## src/rtl/serial_pattern_detect.sv

```systemverilog
// Serial pattern detector: matches a PAT_W-bit pattern in an accepted bit stream.
// Ports: clock, clearN (async low), inBit/inValid in, inSyncClr, outMatch/outCount/outSat/outFilled.
module serial_pattern_detect #(
  parameter int              PAT_W   = 4,
  parameter logic [PAT_W-1:0] PATTERN = 4'b1011,
  parameter bit              OVERLAP = 1'b1,
  parameter int              COUNT_W = 8
) (
  input  logic               clock,
  input  logic               clearN,
  input  logic               inBit,
  input  logic               inValid,
  input  logic               inSyncClr,
  output logic               outMatch,
  output logic [COUNT_W-1:0] outCount,
  output logic               outSat,
  output logic               outFilled
);

  localparam int FW = $clog2(PAT_W + 1);
  localparam logic [FW-1:0] FULL = FW'(PAT_W);

  typedef enum logic {
    FILL = 1'b0,
    RUN  = 1'b1
  } state_t;

  state_t state;
  state_t state_nx;

  logic [PAT_W-1:0]   hist;
  logic [PAT_W-1:0]   hist_nx;
  logic [PAT_W-1:0]   hist_sh;
  logic [FW-1:0]      fill;
  logic [FW-1:0]      fill_nx;
  logic [FW-1:0]      fill_inc;
  logic [COUNT_W-1:0] cnt;
  logic [COUNT_W-1:0] cnt_nx;
  logic               match_q;
  logic               match_nx;
  logic               sat;
  logic               sat_nx;
  logic               accept;
  logic               hit;

  // Candidate values for an accepted bit.
  always_comb begin
    accept   = inValid & ~inSyncClr;
    hist_sh  = PAT_W'({hist, inBit});
    fill_inc = (fill == FULL) ? FULL
                              : fill + FW'(1);
    hit      = accept
             && (hist_sh == PATTERN)
             && (fill_inc == FULL);
  end

  always_comb begin
    state_nx = state;
    hist_nx  = hist;
    fill_nx  = fill;
    cnt_nx   = cnt;
    sat_nx   = sat;
    match_nx = 1'b0;
    unique case (1'b1)
      inSyncClr: begin
        state_nx = FILL;
        hist_nx  = '0;
        fill_nx  = '0;
        cnt_nx   = '0;
        sat_nx   = 1'b0;
      end
      accept: begin
        hist_nx  = hist_sh;
        fill_nx  = fill_inc;
        match_nx = hit;
        unique case (state)
          FILL: begin
            if (fill_inc == FULL)
              state_nx = RUN;
          end
          RUN: begin
            state_nx = RUN;
          end
          default: begin
            state_nx = FILL;
          end
        endcase
        if (hit) begin
          if (cnt != '1)
            cnt_nx = cnt + COUNT_W'(1);
          if (cnt_nx == '1)
            sat_nx = 1'b1;
          // Non-overlap: demand PAT_W fresh bits.
          if (!OVERLAP) begin
            fill_nx  = '0;
            state_nx = FILL;
          end
        end
      end
      default: begin
        match_nx = 1'b0;
      end
    endcase
  end

  always_ff @(posedge clock or negedge clearN) begin
    if (!clearN) begin
      state   <= FILL;
      hist    <= '0;
      fill    <= '0;
      cnt     <= '0;
      sat     <= 1'b0;
      match_q <= 1'b0;
    end else begin
      state   <= state_nx;
      hist    <= hist_nx;
      fill    <= fill_nx;
      cnt     <= cnt_nx;
      sat     <= sat_nx;
      match_q <= match_nx;
    end
  end

  assign outMatch  = match_q;
  assign outCount  = cnt;
  assign outSat    = sat;
  assign outFilled = (state == RUN);

endmodule
```

## config.mk

```make
export PLATFORM = sky130hd
export DESIGN_NAME = serial_pattern_detect
export DESIGN_NICKNAME = d
export VERILOG_FILES = /design/src/rtl/serial_pattern_detect.sv
export SDC_FILE = /design/constraint.sdc
export NUM_CORES = 1
export LEC_CHECK = 0
export ABC_AREA = 1
export CAP_MARGIN = 0
export CORE_MARGIN = 10
export CORE_UTILIZATION = 55
export CTS_CLUSTER_SIZE = 12
export DETAILED_ROUTE_END_ITERATION = 6
export GPL_TIMING_DRIVEN = 0
export PLACE_DENSITY = 0.81
export SLEW_MARGIN = 15
export SYNTH_ARGS = -nofsm -noshare
export SYNTH_HDL_FRONTEND = slang
export SYNTH_SLANG_ARGS = --single-unit
```

## constraint.sdc

```tcl
create_clock -name clock -period 4.9 [get_ports clock]
set_clock_uncertainty 0.15 [all_clocks]
set_input_delay 0.735 -clock clock [delete_from_list [all_inputs] [get_ports clock]]
set_output_delay 0.735 -clock clock [all_outputs]
set_load 0.005 [all_outputs]
```

=== Word-level counts from Yosys, hierarchy flattened ===
Cells that the tools add are included.

* Register bits: 17
* Input bits: 5
* Output and inout port bits: 11
* Word-level logic and storage cells: 38

* Add/sub/neg operators: 2
* Equality and inequality tests: 7
* Multiplexer cells: 15
* Bitwise logic cells: 3
* Reductions and logical operators: 5

{| class="wikitable"
|+ Operator list
! cell !! number
|-
| $mux W8 || 4
|-
| $pmux W8 S2 || 1
|-
| $pmux W3 S2 || 2
|-
| $add A8 B1 Y8 const B || 1
|-
| $eq A8 B8 Y1 const B || 1
|-
| $ne A8 B8 Y1 const B || 1
|-
| $eq A3 B3 Y1 const B || 2
|-
| $pmux W1 S2 || 3
|-
| $eq A4 B4 Y1 const B || 1
|-
| $mux W1 || 4
|-
| $ne A2 B1 Y1 const B || 2
|-
| $add A3 B1 Y3 const B || 1
|-
| $mux W3 || 1
|-
| $reduce_and A3 Y1 || 1
|-
| $logic_and A1 B1 Y1 || 2
|-
| $not A1 Y1 || 2
|-
| $reduce_and A2 Y1 || 1
|-
| $reduce_bool A2 Y1 || 1
|-
| $and A1 B1 Y1 || 1
|}

=== Logic depth before layout (Yosys ltp) ===
* Depth in word-level cells: 10
* Mapped depth: 10
* Mapped depth without buffers: 10

=== Worst setup path after synthesis ===
No wires, ideal clock.

* Kind: input -> register
* Start point: input inValid
* End point: register cnt[5], in the netlist outCount[5]
* Library setup time: 130 ps
* Arrival: 1478 ps
* Required time: 4620 ps
* Path slack: 3142 ps
* Stages: 7
* Path buffers: 0
* Cell sequence: inv_2 > nor2_2 > nand4_2 > nor2_8 > inv_2 > nand2_2 > o22ai_1

* Cells in the longest elaborated chain, start to end: 5
* Elaborated cells on any way between the ends: 7
* Classes of those cells: eq/ne (1); mux (1); bitwise (1); reduce/logical (4)

{| class="wikitable"
|+ Ends and longest elaborated chain
! what !! line !! RTL
|-
| start, declared || 12 || <nowiki>input logic inValid,</nowiki>
|-
| $and A1 B1 Y1 (*) || 48 || <nowiki>accept = inValid & ~inSyncClr;</nowiki>
|-
| $logic_and A1 B1 Y1 || 53 || <nowiki>&& (hist_sh == PATTERN)</nowiki>
|-
| $logic_and A1 B1 Y1 || 54 || <nowiki>&& (fill_inc == FULL);</nowiki>
|-
| $ne A2 B1 Y1 (no source line) || - ||
|-
| $reduce_and A2 Y1 (no source line) || - ||
|-
| end signal, assigned || 118 || <nowiki>cnt <= cnt_nx;</nowiki>
|-
| end, declared || 37 || <nowiki>logic [COUNT_W-1:0] cnt;</nowiki>
|}

Mark *: on every way between the ends. The rest lies on a longest branch, timed or not.
A chain may end at the register's enable or synchronous reset.

=== Worst setup path after layout ===
* Start point: register cnt[2], in the netlist outCount[2]
* End point: output outCount[2]

{| class="wikitable"
|+ RTL lines
! what !! line !! RTL
|-
| end, declared || 15 || <nowiki>output logic [COUNT_W-1:0] outCount,</nowiki>
|}

No word-level cell between the ends.

==> flow_summary.toml <==
[setup_path]
worst_ep_required_time_ps = 4010
endpoint = "outCount[2]"
r2r-end = "outSat"
critPathSlowestCell = "clkdlybuf4s50_1"
critical_path_class = "register to output pin"
cp-start-kind = "register"
timing.reg2reg.setup_slack_ps = 3060
cp.depth = 1
startpoint = "outCount[2]"
cp_max_fo = 7
r2r-start = "outCount[0]"
cp_slowest_stage_delay_ps = 540
crit_chain = "clkdlybuf4s50_1"
end_kind = "output pin"
cp.arrival_ps = 1300
reg2reg_depth = 10
crit_family = "buffers and inverters"
crit_buf_inv = 1

[clock_network]
htreeDepth = 1
cts_tree = "yes"
numClockSinks = 17
cts_max_path_buffers = 2
worstSkewPairLatency_ps = 290
holdBufCountCts = 0
cts-resized-gates = 0
clk_pin_slew_ps = 90
cts_made_buffers = 3
cts_setup_buffers = 0
root_buffer = "clkbuf_4"

[finish]
final.fill_count = 135
fin_util_pct = 69.1
syn_to_final_growth_pct = 21.4
fin_nets = 149
num_antenna_cells = 0
drive_above_1_share_pct = 13.6

[sta]
rsz0062_at_grt = "false"
slew_headroom_pct = 50.0
worstMarginPinSlew_ps = 747
min_period_over_period_pct = 44.7
hold_viol = 0
fmax_ghz = 0.457
tns_ps = 0
finalSetupViolations = 0
maxSlewViolCount = 0
period_needed_ps = 2190

[global_route]
grt_max_degree = 18
antenna_found_initial = 0
grt-ovfl-total = 0
grt_pass1_vias = 771
grt_use_total_pct = 11.9
grt_pass1_wl_mm = 3.37

[routing]
drt_iter0_drc = 25
drc = 0
vias = 864
dr.pass1.iters = 4
avgViaCountPerCell = 5.24
routedWlPerCell_um = 12.1
wl_mm = 1.99
ant_nets = 0

[die]
die_x_um = 62.0
die_area_um2 = 3850
core_um2 = 1710
boundaryPins = 16
start_util_pct = 56.9
placementRows = 15
die_h_um = 62.0

[synthesis]
yosysWarnings = 0
avgSynthCellArea_um2 = 8.03
synth_area_um2 = 972
syn_inst = 121
synth-seq-cells = 17
ys_types = 21
syn-num-nets = 129
seq_area_frac_synth_pct = 43.8

[placement]
hpwl_mm = 1.56
routabilityCongestion = 0.847
io_buffers = 15

[power_and_ir_drop]
power_density_nw_per_um2 = 204
leakage_nw = 0.595
vdd_drop_max_uv = 151

[status]
status = "complete, no violations"

[run]
drv_cap = 0

[min_path]
min-delay-start = "outFilled"
hp-class = "register to register"
==> flip-flops by register name (all words and copies together) (netlist names) <==
signal     count
fill           3
hist           3
outCount       8
outFilled      1
outMatch       1
outSat         1
==> power breakdown <==
part / internal, W / switching (W) / total (W)
sequential: 0.000143 / 0.00000178 / 0.000145
clock: 0.0000317 / 0.0000440 / 0.0000757
combinational: 0.00000737 / 0.0000127 / 0.0000201
total: 0.000182 / 0.0000585 / 0.000240
==> layer usage <==
| metal | up-vias | part of all wire, % | GRT usage (%) |
|---|---|---|---|
| li1 | 429 | - | - |
| met1 | 401 | 45 | 15.7 |
| met2 | 29 | 44 | 16.5 |
| met3 | 5 | 8.6 | 3.66 |
| met4 | 0 | 2.3 | 7.01 |
| met5 | - | 0 | 0 |
==> metrics by stage <==
| stage | hold WS (ps) | setup WS [ps] | area [µm²] | cells | total power [W] |
|---|---|---|---|---|---|
| after global placement | 315 | 2470 | 1150 | 161 | 0.000167 |
| after global routing | 373 | 2630 | 1180 | 165 | 0.000253 |
| after detailed placement | 329 | 2470 | 1150 | 161 | 0.000168 |
| after floorplan | 289 | 3140 | 972 | 121 | 0.000158 |
| after CTS | 352 | 2690 | 1180 | 165 | 0.000244 |
| final | 349 | 2710 | 1180 | 165 | 0.000240 |
==> cell families after synthesis <==
kind of cell | after synthesis | synth area share [%]
AND/OR/NAND/NOR | 61 | 32.2
buffers and inverters | 20 | 7.72
XOR/XNOR | 3 | 2.70
adder cells (fa/ha/maj) | 3 | 3.86
AO/OA/AOI/OAI | 17 | 9.78
flip-flops | 17 | 43.8
==> cell usage in the layout, fill, tap and decap left out <==
| cell type | netlist | layout |
|---|---|---|
| nor2_8 | 1 | 1 |
| o21ai_0 | 4 | 4 |
| clkbuf_1 | 0 | 1 |
| o21ai_1 | 3 | 3 |
| nand2_2 | 3 | 3 |
| nor2_1 | 5 | 5 |
| nand2_1 | 32 | 32 |
| ha_1 | 3 | 3 |
| clkbuf_4 | 0 | 3 |
| or2_0 | 1 | 1 |
| clkdlybuf4s50_1 | 0 | 15 |
| nor2_2 | 3 | 3 |
| o22ai_1 | 6 | 6 |
| nand3_1 | 11 | 11 |
| inv_2 | 5 | 5 |
| xor2_1 | 3 | 3 |
| dfrtp_1 | 17 | 17 |
| nand3_2 | 2 | 2 |
| nor3_4 | 1 | 1 |
| o21bai_1 | 1 | 1 |
| a21oi_1 | 3 | 3 |
| nand4_1 | 1 | 1 |
| inv_1 | 15 | 15 |
| nand4_2 | 1 | 1 |
==> worst min path at each step <==
stage,end,slack [ps],cells past startpoint
2_1_floorplan,fill[0],290,0
3_3_place_gp,outSat,310,2
3_5_place_dp,outFilled,330,2
4_1_cts,outFilled,350,2
5_1_grt,outFilled,370,2
6_report,outFilled,350,2
==> cell usage after synthesis <==
| master | instances | area, µm² |
|---|---|---|
| nand4_1 | 1 | 6.26 |
| nand4_2 | 1 | 12.5 |
| nand3_1 | 11 | 55.1 |
| or2_0 | 1 | 6.26 |
| nand2_1 | 32 | 120 |
| o21ai_0 | 4 | 20.0 |
| a21oi_1 | 3 | 15.0 |
| nor2_1 | 5 | 18.8 |
| nor2_2 | 3 | 18.8 |
| dfrtp_1 | 17 | 425 |
| ha_1 | 3 | 37.5 |
| inv_1 | 15 | 56.3 |
| nand3_2 | 2 | 20.0 |
| o22ai_1 | 6 | 37.5 |
| o21bai_1 | 1 | 7.51 |
| xor2_1 | 3 | 26.3 |
| nor2_8 | 1 | 20.0 |
| o21ai_1 | 3 | 15.0 |
| nor3_4 | 1 | 16.3 |
| nand2_2 | 3 | 18.8 |
| inv_2 | 5 | 18.8 |
==> area by class of cell <==
class | count | area (µm²) | area share (%)
clock buffers | 4 | 26.3 | 2.23
inverters | 20 | 75.1 | 6.36
multi-input cells | 84 | 472 | 40.0
flip-flops and latches | 17 | 425 | 36.1
well taps | 25 | 31.3 | 2.65
repair buffers | 15 | 150 | 12.7
==> tightest hold or removal path, stage by stage (launching register included) <==
cell and delay [ps]:
dfrtp_1 360, nand2_1 50, o21ai_0 60
(Power assumes the default switching activity.)
